==> config.mk <==
export PLATFORM = sky130hd
export DESIGN_NAME = mem_stage_lsu_flat
export DESIGN_NICKNAME = d
export VERILOG_FILES = /design/src/rtl/mem_stage_lsu_pkg.sv /design/src/rtl/mem_stage_lsu_if.sv /design/src/rtl/mem_stage_lsu_lane_align.sv /design/src/rtl/mem_stage_lsu.sv /design/src/flat_wrapper.sv
export SDC_FILE = /design/constraint.sdc
export NUM_CORES = 1
export LEC_CHECK = 0
export ABC_AREA = 1
export CAP_MARGIN = 10
export CORE_MARGIN = 4
export CORE_UTILIZATION = 52
export DETAILED_ROUTE_END_ITERATION = 10
export GPL_TIMING_DRIVEN = 0
export HOLD_SLACK_MARGIN = 0.1
export PLACE_DENSITY_LB_ADDON = 0.1
export SLEW_MARGIN = 0
export SYNTH_ARGS = -nofsm -noshare
export SYNTH_HDL_FRONTEND = slang
export SYNTH_SLANG_ARGS = --single-unit
==> constraint.sdc <==
create_clock -name clk -period 5.75 [get_ports clk]
set_clock_uncertainty 0.15 [all_clocks]
set_input_delay 0.8625 -clock clk [delete_from_list [all_inputs] [get_ports clk]]
set_output_delay 0.8625 -clock clk [all_outputs]
set_load 0.005 [all_outputs]
==> src/rtl/mem_stage_lsu_pkg.sv <==
// Shared definitions for the MEM-stage load/store unit.
//   - MIPS load/store opcode[2:0] encodings
//   - exception codes reported on exc_code
//   - FSM state type (also exposed on the debug port)
//   - default data-memory window
//   - op_size(): access size in bytes for an opcode
package mips_mem_pkg;

    localparam logic [2:0] OP_B  = 3'b000;
    localparam logic [2:0] OP_H  = 3'b001;
    localparam logic [2:0] OP_W  = 3'b011;
    localparam logic [2:0] OP_BU = 3'b100;
    localparam logic [2:0] OP_HU = 3'b101;

    localparam logic [1:0] EXC_NONE    = 2'b00;
    localparam logic [1:0] EXC_ALIGN   = 2'b01;
    localparam logic [1:0] EXC_RANGE   = 2'b10;
    localparam logic [1:0] EXC_TIMEOUT = 2'b11;

    localparam logic [31:0] DMEM_BASE_DEFAULT = 32'h7FFF0000;
    localparam logic [31:0] DMEM_LAST_DEFAULT = 32'h7FFFFFFF;

    typedef enum logic {
        ST_IDLE   = 1'b0,
        ST_ACCESS = 1'b1
    } state_t;

    // Unknown opcodes report size 1 so the range arithmetic never
    // underflows; they are rejected as misaligned anyway.
    function automatic logic [2:0] op_size(input logic [2:0] op);
        case (op)
            OP_H, OP_HU: return 3'd2;
            OP_W:        return 3'd4;
            default:     return 3'd1;
        endcase
    endfunction

endpackage

==> src/rtl/mem_stage_lsu_if.sv <==
// Data-memory bus between the load/store unit (master) and data memory
// (slave).
//   mem_req   master->slave  access request
//   mem_we    master->slave  1 = write
//   mem_be    master->slave  byte enables, bit i covers bits 8i+7:8i
//   mem_addr  master->slave  word-aligned address
//   mem_wdata master->slave  lane-replicated write data
//   mem_ack   slave->master  access completed
//   mem_rdata slave->master  read word, valid with mem_ack
//
// Handshake: mem_req acts as valid and mem_ack as ready/complete. Once
// mem_req rises, mem_we/mem_be/mem_addr/mem_wdata stay stable until the
// cycle in which mem_ack is sampled high; that cycle completes the access
// and mem_req is low on the following cycle. mem_ack seen while mem_req
// is low is ignored.
interface lsu_mem_if;
    logic        mem_req;
    logic        mem_we;
    logic [3:0]  mem_be;
    logic [31:0] mem_addr;
    logic [31:0] mem_wdata;
    logic        mem_ack;
    logic [31:0] mem_rdata;

    modport master (
        output mem_req, mem_we, mem_be, mem_addr, mem_wdata,
        input  mem_ack, mem_rdata
    );

    modport slave (
        input  mem_req, mem_we, mem_be, mem_addr, mem_wdata,
        output mem_ack, mem_rdata
    );
endinterface

==> src/rtl/mem_stage_lsu_lane_align.sv <==
// Byte-lane steering for little-endian sub-word accesses. Purely
// combinational.
//   op        opcode[2:0]
//   addr_lo   byte address bits [1:0]
//   wdata     store data in the low-order bits
//   rdata     word read from memory
//   be        byte enables for the access (same for loads and stores)
//   wdata_rep store data replicated across all lanes
//   rdata_ext selected lane(s) of rdata, sign- or zero-extended
module lsu_lane_align
    import mips_mem_pkg::*;
(
    input  logic [2:0]  op,
    input  logic [1:0]  addr_lo,
    input  logic [31:0] wdata,
    input  logic [31:0] rdata,
    output logic [3:0]  be,
    output logic [31:0] wdata_rep,
    output logic [31:0] rdata_ext
);

    logic [7:0]  byte_sel;
    logic [15:0] half_sel;

    always_comb begin
        byte_sel  = rdata[{addr_lo, 3'b000} +: 8];
        half_sel  = addr_lo[1] ? rdata[31:16] : rdata[15:0];
        be        = 4'b0000;
        wdata_rep = wdata;
        rdata_ext = 32'h0;
        case (op)
            OP_B, OP_BU: begin
                be        = 4'b0001 << addr_lo;
                wdata_rep = {4{wdata[7:0]}};
                rdata_ext = (op == OP_B) ? {{24{byte_sel[7]}}, byte_sel}
                                         : {24'h0, byte_sel};
            end
            OP_H, OP_HU: begin
                be        = addr_lo[1] ? 4'b1100 : 4'b0011;
                wdata_rep = {2{wdata[15:0]}};
                rdata_ext = (op == OP_H) ? {{16{half_sel[15]}}, half_sel}
                                         : {16'h0, half_sel};
            end
            OP_W: begin
                be        = 4'b1111;
                wdata_rep = wdata;
                rdata_ext = rdata;
            end
            default: begin
                be        = 4'b0000;
            end
        endcase
    end

endmodule

==> src/rtl/mem_stage_lsu.sv <==
// MEM-stage load/store unit. Checks each EX/MEM request against alignment
// and the data-memory window, performs one word-aligned byte-enabled
// access over the mem bus, and returns the extended load result.
//   clk, reset_n           clock, asynchronous active-low reset
//   req_valid/store/op/addr/wdata  request from EX/MEM
//   stall                  pipeline hold while an access is outstanding
//   load_valid, load_data  one-cycle load completion pulse and result
//   exc_valid/code/addr    one-cycle exception pulse, code, faulting address
//   mem                    data-memory bus (master side)
//   dbg_state              current FSM state
module mem_stage_lsu
    import mips_mem_pkg::*;
#(
    parameter logic [31:0] DMEM_BASE = DMEM_BASE_DEFAULT,
    parameter logic [31:0] DMEM_LAST = DMEM_LAST_DEFAULT,
    parameter int          TIMEOUT   = 16
) (
    input  logic        clk,
    input  logic        reset_n,
    input  logic        req_valid,
    input  logic        req_store,
    input  logic [2:0]  req_op,
    input  logic [31:0] req_addr,
    input  logic [31:0] req_wdata,
    output logic        stall,
    output logic        load_valid,
    output logic [31:0] load_data,
    output logic        exc_valid,
    output logic [1:0]  exc_code,
    output logic [31:0] exc_addr,
    lsu_mem_if.master   mem,
    output state_t      dbg_state
);

    localparam int              CW       = (TIMEOUT > 2) ? $clog2(TIMEOUT) : 1;
    localparam logic [CW-1:0]   CNT_LAST = CW'(TIMEOUT - 1);

    state_t        state_q, state_d;
    logic [2:0]    op_q, op_d;
    logic          store_q, store_d;
    logic [31:0]   addr_q, addr_d;
    logic [31:0]   wdata_q, wdata_d;
    logic [CW-1:0] cnt_q, cnt_d;
    logic          load_valid_q, load_valid_d;
    logic [31:0]   load_data_q, load_data_d;
    logic          exc_valid_q, exc_valid_d;
    logic [1:0]    exc_code_q, exc_code_d;
    logic [31:0]   exc_addr_q, exc_addr_d;

    // Request check
    logic [2:0]  req_size;
    logic [32:0] req_end;
    logic        align_err;
    logic        range_err;
    logic        req_err;
    logic [1:0]  req_code;
    logic        timed_out;

    // Lane steering from the latched request
    logic [3:0]  lane_be;
    logic [31:0] lane_wdata;
    logic [31:0] lane_rdata;

    // Bus outputs
    logic        mem_req;
    logic        mem_we;
    logic [3:0]  mem_be;
    logic [31:0] mem_addr;
    logic [31:0] mem_wdata;

    lsu_lane_align u_lane (
        .op        (op_q),
        .addr_lo   (addr_q[1:0]),
        .wdata     (wdata_q),
        .rdata     (mem.mem_rdata),
        .be        (lane_be),
        .wdata_rep (lane_wdata),
        .rdata_ext (lane_rdata)
    );

    always_comb begin
        req_size  = op_size(req_op);
        // 33-bit end address so a window ending at 32'hFFFFFFFF still works.
        req_end   = {1'b0, req_addr} + 33'(req_size) - 33'd1;
        case (req_op)
            OP_B, OP_BU: align_err = 1'b0;
            OP_H, OP_HU: align_err = req_addr[0];
            OP_W:        align_err = |req_addr[1:0];
            default:     align_err = 1'b1;
        endcase
        // Unsigned codes only exist for loads; a store using one is
        // reported as misaligned.
        if (req_store && (req_op == OP_BU || req_op == OP_HU)) begin
            align_err = 1'b1;
        end
        range_err = (req_addr < DMEM_BASE) || (req_end > {1'b0, DMEM_LAST});
        req_err   = align_err || range_err;
        req_code  = align_err ? EXC_ALIGN : EXC_RANGE;
        timed_out = (cnt_q == CNT_LAST) && !mem.mem_ack;
    end

    // FSM: state register
    always_ff @(posedge clk or negedge reset_n) begin
        if (!reset_n) begin
            state_q <= ST_IDLE;
        end else begin
            state_q <= state_d;
        end
    end

    // FSM: next state
    always_comb begin
        state_d = state_q;
        case (state_q)
            ST_IDLE: begin
                if (req_valid && !req_err) begin
                    state_d = ST_ACCESS;
                end
            end
            ST_ACCESS: begin
                if (mem.mem_ack || timed_out) begin
                    state_d = ST_IDLE;
                end
            end
            default: state_d = ST_IDLE;
        endcase
    end

    // FSM: outputs
    always_comb begin
        stall     = 1'b0;
        mem_req   = 1'b0;
        mem_we    = 1'b0;
        mem_be    = 4'b0000;
        mem_addr  = 32'h0;
        mem_wdata = 32'h0;
        case (state_q)
            ST_IDLE: begin
                stall = req_valid && !req_err;
            end
            ST_ACCESS: begin
                // Release the pipeline in the ack cycle itself so the next
                // request can arrive in the first IDLE cycle.
                stall     = !mem.mem_ack;
                mem_req   = 1'b1;
                mem_we    = store_q;
                mem_be    = lane_be;
                mem_addr  = {addr_q[31:2], 2'b00};
                mem_wdata = lane_wdata;
            end
            default: begin
                stall = 1'b0;
            end
        endcase
    end

    // Datapath next values
    always_comb begin
        op_d         = op_q;
        store_d      = store_q;
        addr_d       = addr_q;
        wdata_d      = wdata_q;
        cnt_d        = cnt_q;
        load_valid_d = 1'b0;
        load_data_d  = load_data_q;
        exc_valid_d  = 1'b0;
        exc_code_d   = exc_code_q;
        exc_addr_d   = exc_addr_q;
        case (state_q)
            ST_IDLE: begin
                if (req_valid) begin
                    if (req_err) begin
                        exc_valid_d = 1'b1;
                        exc_code_d  = req_code;
                        exc_addr_d  = req_addr;
                    end else begin
                        op_d    = req_op;
                        store_d = req_store;
                        addr_d  = req_addr;
                        wdata_d = req_wdata;
                        cnt_d   = '0;
                    end
                end
            end
            ST_ACCESS: begin
                if (mem.mem_ack) begin
                    if (!store_q) begin
                        load_valid_d = 1'b1;
                        load_data_d  = lane_rdata;
                    end
                end else if (timed_out) begin
                    exc_valid_d = 1'b1;
                    exc_code_d  = EXC_TIMEOUT;
                    exc_addr_d  = addr_q;
                end else begin
                    cnt_d = cnt_q + 1'b1;
                end
            end
            default: begin
                cnt_d = '0;
            end
        endcase
    end

    always_ff @(posedge clk or negedge reset_n) begin
        if (!reset_n) begin
            op_q         <= 3'b000;
            store_q      <= 1'b0;
            addr_q       <= 32'h0;
            wdata_q      <= 32'h0;
            cnt_q        <= '0;
            load_valid_q <= 1'b0;
            load_data_q  <= 32'h0;
            exc_valid_q  <= 1'b0;
            exc_code_q   <= EXC_NONE;
            exc_addr_q   <= 32'h0;
        end else begin
            op_q         <= op_d;
            store_q      <= store_d;
            addr_q       <= addr_d;
            wdata_q      <= wdata_d;
            cnt_q        <= cnt_d;
            load_valid_q <= load_valid_d;
            load_data_q  <= load_data_d;
            exc_valid_q  <= exc_valid_d;
            exc_code_q   <= exc_code_d;
            exc_addr_q   <= exc_addr_d;
        end
    end

    assign load_valid    = load_valid_q;
    assign load_data     = load_data_q;
    assign exc_valid     = exc_valid_q;
    assign exc_code      = exc_code_q;
    assign exc_addr      = exc_addr_q;
    assign dbg_state     = state_q;

    assign mem.mem_req   = mem_req;
    assign mem.mem_we    = mem_we;
    assign mem.mem_be    = mem_be;
    assign mem.mem_addr  = mem_addr;
    assign mem.mem_wdata = mem_wdata;

endmodule

==> src/flat_wrapper.sv <==
// flat-port wrapper written by rule: the top's interface ports become plain ports
module mem_stage_lsu_flat import mips_mem_pkg::*;
#(
    parameter logic [31:0] DMEM_BASE = DMEM_BASE_DEFAULT,
    parameter logic [31:0] DMEM_LAST = DMEM_LAST_DEFAULT,
    parameter int          TIMEOUT   = 16
)
  (clk, reset_n, req_valid, req_store, req_op, req_addr, req_wdata, stall, load_valid, load_data, exc_valid, exc_code, exc_addr, dbg_state, mem_mem_req, mem_mem_we, mem_mem_be, mem_mem_addr, mem_mem_wdata, mem_mem_ack, mem_mem_rdata);
  lsu_mem_if mem_i ();
  input  logic clk;
  input  logic reset_n;
  input  logic req_valid;
  input  logic req_store;
  input  logic [2:0] req_op;
  input  logic [31:0] req_addr;
  input  logic [31:0] req_wdata;
  output logic stall;
  output logic load_valid;
  output logic [31:0] load_data;
  output logic exc_valid;
  output logic [1:0] exc_code;
  output logic [31:0] exc_addr;
  output state_t dbg_state;
  output wire logic [$bits(mem_i.mem_req)-1:0] mem_mem_req;
  output wire logic [$bits(mem_i.mem_we)-1:0] mem_mem_we;
  output wire logic [$bits(mem_i.mem_be)-1:0] mem_mem_be;
  output wire logic [$bits(mem_i.mem_addr)-1:0] mem_mem_addr;
  output wire logic [$bits(mem_i.mem_wdata)-1:0] mem_mem_wdata;
  input wire logic [$bits(mem_i.mem_ack)-1:0] mem_mem_ack;
  input wire logic [$bits(mem_i.mem_rdata)-1:0] mem_mem_rdata;
  assign mem_mem_req = mem_i.mem_req;
  assign mem_mem_we = mem_i.mem_we;
  assign mem_mem_be = mem_i.mem_be;
  assign mem_mem_addr = mem_i.mem_addr;
  assign mem_mem_wdata = mem_i.mem_wdata;
  assign mem_i.mem_ack = mem_mem_ack;
  assign mem_i.mem_rdata = mem_mem_rdata;
  mem_stage_lsu #(.DMEM_BASE(DMEM_BASE), .DMEM_LAST(DMEM_LAST), .TIMEOUT(TIMEOUT)) u_core (.clk(clk), .reset_n(reset_n), .req_valid(req_valid), .req_store(req_store), .req_op(req_op), .req_addr(req_addr), .req_wdata(req_wdata), .stall(stall), .load_valid(load_valid), .load_data(load_data), .exc_valid(exc_valid), .exc_code(exc_code), .exc_addr(exc_addr), .mem(mem_i), .dbg_state(dbg_state));
endmodule
==> impl_results.md <==
* GRT Residual Overflow at 0
* Clock Tree Root: clkbuf_16
* Setup Fix Bufs, Post-CTS at 0
* Hold Path Class: in2async
* Slew at the pin closest to its max-slew limit at approximately 0.74 ns
* Gate power share at 0.331
* P_leak at 5.921 nW
* Vias/cell at ~5.2
* Startpoint Class: input pin
* Final setup viols at 0
* Max IR drop VDD at 0.0002413 V
* Max-cap viol count at 0
* Worst skew pair latency at ~0.42 ns
* Top-area cell type share of the netlist area at 0.4286
* Slew headroom at 0.5053
* Core area at 0.01537 sq mm
* Max Slew Vio Count at 0
* Fmax at 182.3 MHz
* FP Rows at 45
* Worst slack, placed at approximately 0.34 ns
* #FFs+latches synth at 141
* Final worst path period share at 0.9542
* Yosys cell types at 38
* Synth Warn # at 0
* Finished Layout Cells at 1590
* Pint at 2.603 mW
* Sw Ratio at 0.3321
* Area grow syn2layout at 40.01%
* Syn avg cell area at 7.449 sq um
* Kind of end point of the critical path: primary output
* Post-DP HPWL at 19140 um
* Antenna Nets Post-Route at 0
* Hold WS at 0.3091 ns
* P_sw at 1.294 mW
* Hold Vio Cnt, Final at 0
* RePlAce Congestion at 0.8760
* Starting Density at 0.5355
* Post-Syn Area at 0.008232 sq mm
* RSZ-0062 raised after global routing: false
* Drc violations at 0
* Cells after synthesis at 1105
* Die Ht at 133.8 um
* Clock power share at 0.282
* Cell count after placement at roughly 1600
* Ant diodes at 0
* Async SR Flop Fraction at 1.000
* Seq pwr share at 0.387
* Port Buffers at roughly 240
* First-pass GRT wire length at 41660 um
* Final instance area at 0.01152 sq mm
* Post-DP Area at 0.01094 sq mm
* GRT Resource Usage Total at 0.2898
* CTS Sinks at 141
* Vias in the first global route at 8282
* Worst r2r src: u_core.dbg_state$_DFF_PN0_
* Pwr Density at 338.2 mW/mm^2
* Chip Width at 133.8 um
* Share of the yosys chip area belonging to registers at 0.4286
* Synth area leaders: dfrtp_1 (43%), nand2_1 (16%), inv_1 (6.8%)
* Io pins at 244
* CP startpoint: req_op[2]
* Post-synth EDFFs at 0
* Synth area leader: dfrtp_1
* DR iter-0 viols at 741
* Pre-antenna DRT Iters at 5
* Arr. time, crit path at 4.47 ns
* Post-cts sizing count at 0
* Vias at 8332
* CP Class: in2out
* Layout cell share with drive strength beyond 1 at 0.06309
* Crit path time final at 5.487 ns
* Fillers at roughly 1300
* Req. time, crit path at roughly 4.7 ns
* CTS Hold Buffers Added at 0
* Deepest clock path buffer count at 2
* Initial antenna violation count at 0
* Num CTS Buffers at 17
* Top FF cell, synth: dfrtp_1
* Largest net degree at the start of global routing at 80
* Crit Path Max Fanout at 10
* Die footprint at ~0.018 sq mm
* Final wirelength at 25960 um
* Clock-pin slew on the worst setup and hold paths at 0.06 ns
* Final Worst Setup Slack at roughly 0.26 ns
* Layout Nets at 1514
* Wire length per cell at 16.32 um
* CTS H-tree depth at 4
* CTS tree: built
* Status: finished, final reports clean
* Final core occ at 0.7498
layout by cell type (no fill, tap or decap), drive strengths merged, types with 2 or more instances in the layout:
cell / n
a21o: 8
a21oi: 39
a221oi: 8
a31oi: 9
buf: 24
bufinv: 2
clkbuf: 50
clkdlybuf4s50: 240
clkinv: 4
clkinvlp: 4
conb: 2
dfrtp: 141
ha: 42
inv: 158
nand2: 350
nand3: 56
nand4: 5
nor2: 69
nor3: 11
o21ai: 144
o22ai: 8
stage by stage:
stage	total power [mW]	TNS, ns
global placement	2.748	-295.53
global route	4.130	0
finish	3.897	0
CTS	3.901	0
detailed placement	2.793	0
floorplan	2.158	0
power groups by stage:
stage / combinational, mW / clock, mW / sequential (mW)
global route: 1.43 / 1.15 / 1.54
CTS: 1.29 / 1.11 / 1.50
floorplan: 0.677 / 0 / 1.48
finish: 1.29 / 1.10 / 1.51
detailed placement: 1.28 / 0 / 1.51
global placement: 1.25 / 0 / 1.50
Yosys cell counts, types with 4 or more instances:
library cell	instances
inv_2	8
a31oi_1	9
a21oi_1	37
nand2_1	345
buf_4	5
buf_6	10
a221oi_1	7
dfrtp_1	141
ha_1	42
a21o_1	8
buf_2	4
o21ai_1	79
inv_1	149
o22ai_1	8
nor3_1	9
nor2_1	67
o21ai_0	56
nand3_1	53
nand4_1	4
o21ai_2	9
clkbuf_1	29
worst max-delay path, stage by stage:
cell             delay [ns]
clkdlybuf4s50_1        0.54
inv_2                  0.07
nand3_2                0.08
nand2_1                0.12
ha_1                   0.20
inv_1                  0.06
ha_1                   0.16
inv_1                  0.06
fa_1                   0.37
inv_1                  0.06
nand2_1                0.05
nand2_1                0.06
nand2_1                0.05
nand2_1                0.06
nand2_1                0.05
nand3_1                0.09
nand2_1                0.08
nand2_1                0.07
nand2_1                0.06
nand2_2                0.09
nand4_4                0.17
buf_8                  0.22
buf_8                  0.15
o21ai_1                0.09
clkdlybuf4s50_1        0.58
final timing paths:
check | to | slack, ns | cells after the start
max | stall | 0.26 | 25
min | u_core.wdata_q[21]$_DFFE_PN0P_ | 0.31 | 1
max reg2reg | u_core.wdata_q[6]$_DFFE_PN0P_ | 3.47 | 5
max in group asynchronous | u_core.addr_q[20]$_DFFE_PN0P_ | 4.35 | 2
min in group clk | u_core.load_data[8]$_DFFE_PN0P_ | 0.32 | 1
min reg2reg | u_core.load_data[8]$_DFFE_PN0P_ | 0.32 | 1
layout make-up:
cell class              instances  area, sq um  share of cell area
multi-input cells             756         3801              0.3298
flip-flops and latches        141         3528              0.3062
repair buffers                242         2441              0.2118
inverters                     158        593.1             0.05146
clock buffers                  21        470.5             0.04082
plain buffers                  51        312.8             0.02714
well taps                     211        264.0             0.02291
clock inverters                10        113.9            0.009879
registers in the layout (all words and copies together) (netlist names):
name and count:
u_core.addr_q 32, u_core.store_q 1, u_core.exc_valid 1, u_core.dbg_state 1
u_core.load_valid 1, u_core.cnt_q 4, u_core.load_data 32, u_core.wdata_q 32
u_core.exc_addr 32, u_core.exc_code 2, u_core.op_q 3
metal layers:
layer,part of all wire,up-vias,GRT usage
met2,0.47,369,0.4778
met5,0,-,0
li1,-,4040,-
met4,0.028,0,0.09714
met1,0.42,3870,0.3823
met3,0.081,53,0.06189
logic make-up after synthesis:
family	after synthesis	share of synthesized area
flip-flops	141	0.4286
AO/OA/AOI/OAI	218	0.1490
adder cells (fa/ha/maj)	43	0.06627
XOR/XNOR	1	0.001064
AND/OR/NAND/NOR	492	0.2446
buffers and inverters	209	0.1100
other	1	0.0004556
Note: power is estimated with default switching activity, not from simulation.
